**config.mk**
```make
export PLATFORM = sky130hd
export DESIGN_NAME = jtpopeye_objrom
export DESIGN_NICKNAME = d
export VERILOG_FILES = /design/src/rtl/jtpopeye_objrom.sv
export SDC_FILE = /design/constraint.sdc
export NUM_CORES = 1
export LEC_CHECK = 0
export ABC_AREA = 1
export CAP_MARGIN = 10
export CORE_MARGIN = 10
export CORE_UTILIZATION = 35
export DETAILED_ROUTE_END_ITERATION = 12
export PLACE_DENSITY = 0.64
export SLEW_MARGIN = 20
export SYNTH_ARGS = -nofsm -noshare
export SYNTH_HDL_FRONTEND = slang
export SYNTH_SLANG_ARGS = --single-unit
```
**constraint.sdc**
```tcl
create_clock -name clk -period 2.1 [get_ports clk]
set_clock_uncertainty 0.05 [all_clocks]
set_input_delay 0.63 -clock clk [delete_from_list [all_inputs] [get_ports clk]]
set_output_delay 0.63 -clock clk [all_outputs]
set_load 0.05 [all_outputs]
```
**src/rtl/jtpopeye_objrom.sv**
```systemverilog
// Object-ROM fetch responder.
// Watches the renderer's obj_addr, fetches the plane-0 and plane-1 words for
// it from SDRAM one request at a time, and presents both words together.
// If the address moves while a fetch is in flight, the fetch still runs to
// completion (only one request may be outstanding). Its results are then
// discarded and the fetch restarts with the new address.
//
// SDRAM handshake: sdram_req stays high for the whole REQ0/REQ1 state and
// drops the cycle after sdram_ack is sampled. sdram_addr is valid while
// sdram_req is high and holds its value otherwise. The controller pulses
// sdram_rdy for one cycle with sdram_data valid. An ack is only honoured in
// REQx and a rdy only in WAITx; pulses in any other state are ignored.
module jtpopeye_objrom #(
  parameter int            AW       = 22,
  parameter logic [AW-1:0] OBJ_BASE = '0
) (
  input  logic          clk,
  input  logic          rst,
  input  logic [12:0]   obj_addr,
  output logic [15:0]   obj_data0,
  output logic [15:0]   obj_data1,
  output logic          obj_late,
  output logic [AW-1:0] sdram_addr,
  output logic          sdram_req,
  input  logic          sdram_ack,
  input  logic          sdram_rdy,
  input  logic [15:0]   sdram_data
);

  typedef enum logic [2:0] {
    IDLE  = 3'd0,
    REQ0  = 3'd1,
    WAIT0 = 3'd2,
    REQ1  = 3'd3,
    WAIT1 = 3'd4
  } state_t;

  // state is left as a named signal so checkers can bind to it directly
  state_t      state, state_nx;
  logic [12:0] cur_addr;
  logic [12:0] done_addr;
  logic        done_vld;
  logic        stale;
  logic [15:0] buf0;
  logic        start;
  logic        set_stale;

  // a new fetch is needed when the outputs do not hold the requested address
  assign start     = (state == IDLE) && ((obj_addr != done_addr) || !done_vld);
  // first address change seen during an in-flight fetch
  assign set_stale = (state != IDLE) && !stale && (obj_addr != cur_addr);
  assign sdram_req = (state == REQ0) || (state == REQ1);

  // next-state logic
  always_comb begin
    state_nx = state;
    case (state)
      IDLE:    if (start)     state_nx = REQ0;
      REQ0:    if (sdram_ack) state_nx = WAIT0;
      WAIT0:   if (sdram_rdy) state_nx = REQ1;
      REQ1:    if (sdram_ack) state_nx = WAIT1;
      WAIT1:   if (sdram_rdy) state_nx = IDLE;
      default:                state_nx = IDLE;
    endcase
  end

  // state register, fetch bookkeeping and double-buffered outputs
  always_ff @(posedge clk) begin
    if (rst) begin
      state      <= IDLE;
      cur_addr   <= '0;
      done_addr  <= '0;
      done_vld   <= 1'b0;
      stale      <= 1'b0;
      buf0       <= '0;
      obj_data0  <= '0;
      obj_data1  <= '0;
      obj_late   <= 1'b0;
      sdram_addr <= '0;
    end else begin
      state    <= state_nx;
      obj_late <= set_stale;
      if (set_stale) stale <= 1'b1;
      case (state)
        IDLE: begin
          if (start) begin
            cur_addr   <= obj_addr;
            stale      <= 1'b0;
            sdram_addr <= OBJ_BASE + AW'({obj_addr, 1'b0});
          end
        end
        WAIT0: begin
          if (sdram_rdy) begin
            buf0       <= sdram_data;
            sdram_addr <= OBJ_BASE + AW'({cur_addr, 1'b1});
          end
        end
        WAIT1: begin
          if (sdram_rdy && !stale) begin
            obj_data0 <= buf0;
            obj_data1 <= sdram_data;
            done_addr <= cur_addr;
            done_vld  <= 1'b1;
          end
        end
        default: ;
      endcase
    end
  end

endmodule

```
Yosys cells after proc, flatten, opt, wreduce, memory -nomap -nowiden:

Cells that the tools add are included.

* register bits: 102
* bits in latches: 0
* bits in writable memories: 0
* memory bits (read-only): 0
* bits of input ports: 33
* output and inout port bits: 56
* logic and storage cells: 49
* memories: 0

* add/subtract/negate cells: 0
* multiply operators: 0
* divide/modulo/power cells: 0
* magnitude comparators: 0
* equal/unequal tests: 11
* shifts and indexed selects: 0
* muxes and demuxes: 12
* bitwise operators: 0
* reductions and logical operators: 16

Operators with widths (number)
* $mux 22: 2
* $pmux 22 s2: 1
* $ne 13x13->1: 2
* $mux 3: 5
* $pmux 3 s5: 1
* $ne 2x2->1 const B: 5
* $eq 3x2->1 const B: 2
* $reduce_and 2->1: 3
* $reduce_and 5->1: 1
* $logic_and 1x1->1: 4
* $eq 3x1->1 const B: 1
* $eq 3x3->1 const B: 1
* $logic_not 3->1: 1
* $mux 1: 3
* $reduce_and 3->1: 1
* $reduce_bool 3->1: 1
* $logic_not 1->1: 2
* $logic_or 1x1->1: 2
* $reduce_bool 2->1: 1

Depth between registers and ports, before layout:

* word-level depth: 6
* mapped depth: 12
* gate-level depth less buffers: 11

Worst setup path after synthesis:

OpenSTA, ideal clock, no wires.

* path type: reg2out
* start: register state[0]
* end: output sdram_req
* arrival: 1.075 ns
* required time: 1.420 ns
* slack: 0.345 ns
* cell stages (with the launch flop): 3
* path buffers: 0
* cells stage by stage: dfxtp_1 -> inv_1 -> nor2_1

* longest elaborated chain between the ends: 2
* elaborated cells on any way between the ends: 3

RTL lines
* from (decl): line 39 `state_t state, state_nx;`
* from (signal assigned): line 81 `state <= state_nx;`
* $eq 3x1->1 / $eq 3x2->1 (equally long branches): line 52 `assign sdram_req = (state == REQ0) || (state == REQ1);`
* $logic_or 1x1->1 *: line 52
* to (decl): line 24 `output logic sdram_req,`

Every way passes the cells marked *; elsewhere a longest branch is shown, timed or not.

Worst setup path after layout:

* start: input obj_addr[10]
* end: register state[2]

* longest elaborated chain between the ends: 5

RTL lines
* from (decl): line 19 `input logic [12:0] obj_addr,`
* $ne 13x13->1: line 49 `assign start = (state == IDLE) && ((obj_addr != done_addr) || !done_vld);`
* $logic_or 1x1->1: line 49
* $logic_and 1x1->1: line 49
* $ne 2x2->1 (no line)
* $reduce_and 5->1 (no line)

No other way between the ends.
A chain may end at the register's enable or synchronous reset.

==> impl_metrics.toml <==
[outcome]
status = "finished, final reports clean"

[pwr]
switching_share_pct = 42.6
p_total_w = 0.00756
intPower_w = 0.00434
power_frac_clock_pct = 22.6
power_density_nw_per_um2 = 1370
power.leakage_nw = 2.37
p_seq_share_pct = 33.2
power.switching_w = 0.00322
combPwrFrac_pct = 44.2
ir_worst_vdd_uv = 668

[setup_path]
ff2ff_path_depth = 6
worstSetupEndpointType = "flip-flop"
cp_top_family = "simple AND/OR/NAND/NOR gates"
required_ns = 2.29
crit_path_max_incr_delay_ns = 0.52
arrival_ns = 2.17
crit_type = "in2reg"
crit_slowest_cell = "clkdlybuf4s50_1"
crit_path_start_kind = "input port"
critical_path.cell_chain = "clkdlybuf4s50_1 > inv_2 > nand2_1 > nand2_1 > nor2_1 > nand2_1 > nor2_4 > nand3_1 > a21oi_1 > nor2_1"
path_buf_inv = 2
critPathMostFrequentCell = "nand2_1"
path_depth = 10
critPathLaunch = "obj_addr[10]"
crit-reg2reg-launch = "state[2]"
critPathMaxFanout = 4
timing.rr.end = "state[2]"
r2r_slack_ns = 0.34

[synthesis]
ys_ff_latch = 94
synth-compound-area-share_pct = 19.0
syn-instance-count = 561
synth_xor_xnor_area_share_pct = 2.10
synthTopCellsByArea = "dfxtp_1 (45%), a21oi_1 (7.5%), o21ai_0 (7.4%), nand2_1 (6.6%), nor2_1 (6.1%)"
ys_warn_count = 0
synthMuxAreaShare_pct = 1.62
synth_top_family_by_area = "simple AND/OR/NAND/NOR gates"
ys_seq_area_share_pct = 45.0
synth_fa_ha_area_share_pct = 0
ys_types = 30
avgSynthCellArea_um2 = 7.45
synthSimpleGateAreaFrac_pct = 20.4
yosysTopAreaCell = "dfxtp_1"
yosysTopAreaCellShare_pct = 45.0
syn_area_um2 = 4180

[grt]
grt_start_max_net_pins = 49
busiest_layer = "met2"
grt_usage_pct = 13.1
antenna_found_initial = 0
grt_first_pass_wirelength_um = 17800
use_met3_pct = 4.20
met2_usage_pct = 21.6
gr-usage-met1_pct = 15.0
grt.overflow.total = 0
first_global_vias = 3726

[routing]
via_per_inst = 4.78
first_iter_violations = 195
drc_errors = 0
routed_wl_um = 10900
via_count = 3807
postRouteAntennaNets = 0
drt_first_pass_iters = 4
wl_per_cell_um = 13.7

[placed_design]
place_ws_ns = -0.319
dpl.hpwl_um = 7850
routabilityCongestion = 0.831
port_buffers = 80

[timing]
fmax_mhz = 504
setup_slack_ns = 0.118
finalSetupTns_ns = 0
min_period_ns = 1.98
slew_viol_final = 0
hold_violations = 0
post-route-period-util_pct = 94.4
whs_ns = 0.399
setup_viol = 0

[min_path]
min_to = "buf0[11]"
worstHoldStart = "buf0[11]"
hp-class = "reg2reg"
worstHoldPathCells = 2

[floorplanning]
dieArea_um2 = 16700
core_um2 = 11600
initial_core_util_pct = 36.1
die_x_um = 129
io-pin-count = 89
die_y_um = 129
num_rows = 39

[layout]
fin_util_pct = 47.6
multi_input_area_um2 = 1870
drive_above_1_share_pct = 21.3
insertedDiodeCount = 0
fin_nets = 682
area_growth_pct = 31.8
n_fill_cell = 1111
regArea_um2 = 1880

[clock_network]
cts_sinks = 94
htree_levels = 3
numCtsBuffers = 9
cts.clk_slew.worst_paths_ns = 0.07
clk_latency_ns = 0.34
clockRootBuffer = "clkbuf_16"
tritoncts = "done"
cts_hold_buffers = 0
clockBufferDepth = 2

[job]
cap_violations = 0
==> power by group through the flow <==
| stage | registers, W | clock network [W] | logic (W) |
|---|---|---|---|
| after floorplan | 0.00318 | 0 | 0.00181 |
| after global placement | 0.00253 | 0 | 0.00319 |
| after detailed placement | 0.00255 | 0 | 0.00324 |
| after CTS | 0.00251 | 0.00176 | 0.00326 |
| after global routing | 0.00257 | 0.00184 | 0.00369 |
| final | 0.00251 | 0.00171 | 0.00334 |
==> metrics by stage <==
step	area (µm²)	cells
after CTS	5460	795
after global placement	5150	779
after detailed placement	5150	779
final	5510	797
after floorplan	4200	568
after global routing	5510	797
==> logic make-up (layout without fill, tap and decap cells) <==
logic type	Yosys count	after routing
multiplexers	6	6
XOR/XNOR	10	10
buffers and inverters	108	192
AND/OR/NAND/NOR	195	197
other	1	8
AO/OA/AOI/OAI	147	147
flip-flops	94	94
==> worst register-to-register path: stages, from the launching register on <==
cell and delay [ns]:
dfxtp_1 0.37, nor2_2 0.18, inv_1 0.09, nor2_4 0.37, nand3_1 0.31, a21oi_1 0.22, nor2_1 0.06
==> layout make-up <==
| class | count | area share (%) |
|---|---|---|
| clock buffers | 10 | 4.34 |
| clock inverters | 6 | 1.39 |
| inverters | 66 | 4.50 |
| multi-input cells | 368 | 34.0 |
| flip-flops and latches | 94 | 34.2 |
| well taps | 143 | 3.25 |
| repair buffers | 110 | 18.4 |
==> placed cells by master (no fill, tap or decap), types with 2 or more instances in the layout <==
master | Yosys | layout
a21oi_1 | 63 | 63
a21oi_2 | 13 | 13
buf_12 | 1 | 8
buf_4 | 10 | 69
clkbuf_16 | 0 | 9
clkdlybuf4s50_1 | 0 | 31
clkinv_4 | 0 | 2
conb_1 | 1 | 8
dfxtp_1 | 94 | 94
inv_1 | 59 | 58
inv_2 | 7 | 7
inv_6 | 0 | 2
mux2_2 | 6 | 6
nand2_1 | 74 | 74
nand2_2 | 10 | 10
nand2_4 | 1 | 2
nand2_8 | 1 | 2
nand3_1 | 34 | 33
nor2_1 | 68 | 68
nor2_4 | 2 | 3
o21ai_0 | 62 | 62
o21ai_1 | 5 | 5
o22ai_1 | 3 | 3
xnor2_1 | 5 | 5
xor2_1 | 5 | 5
==> what timing repair did <==
action | CTS | global route
setup buffers | 0 | 0
endpoints found under the setup margin | 0 | 31
gates resized for setup | 0 | 4
==> Yosys cell counts <==
master	n
nor3_1	1
buf_4	10
inv_2	7
nand2_1	74
nor2_2	2
nor2_4	2
mux2_2	6
buf_6	3
xnor2_1	5
nand2_8	1
xor2_1	5
o21ai_0	62
buf_12	1
nand4_1	1
nor2_1	68
nand3_1	34
buf_1	2
o22ai_1	3
a21oi_2	13
clkbuf_1	16
a21oi_1	63
dfxtp_1	94
nand2_4	1
conb_1	1
inv_1	59
nand3b_1	1
buf_2	10
o2111ai_1	1
o21ai_1	5
nand2_2	10
==> routing by layer <==
metal,part of all wire [%],up-vias
met2,47,98
met4,2.3,0
met5,0,-
met3,7.5,16
met1,43,1728
li1,-,1965
==> state kept, by name, summed over array words and instances (netlist names) <==
register and flops:
buf0 16, cur_addr 13, done_addr 13, done_vld 1, obj_data1 16, obj_data0 16
obj_late 1, state 3, stale 1, sdram_addr 14
==> worst max path at each step <==
stage | to | slack, ns
finish | state[2] | 0.12
global route | sdram_addr[11] | -0.01
CTS | sdram_addr[12] | 0.04
detailed placement | sdram_addr[1] | -0.32
global placement | sdram_addr[10] | -0.29
floorplan | sdram_req | 0.34
Note: power is estimated with default switching activity, not from simulation.
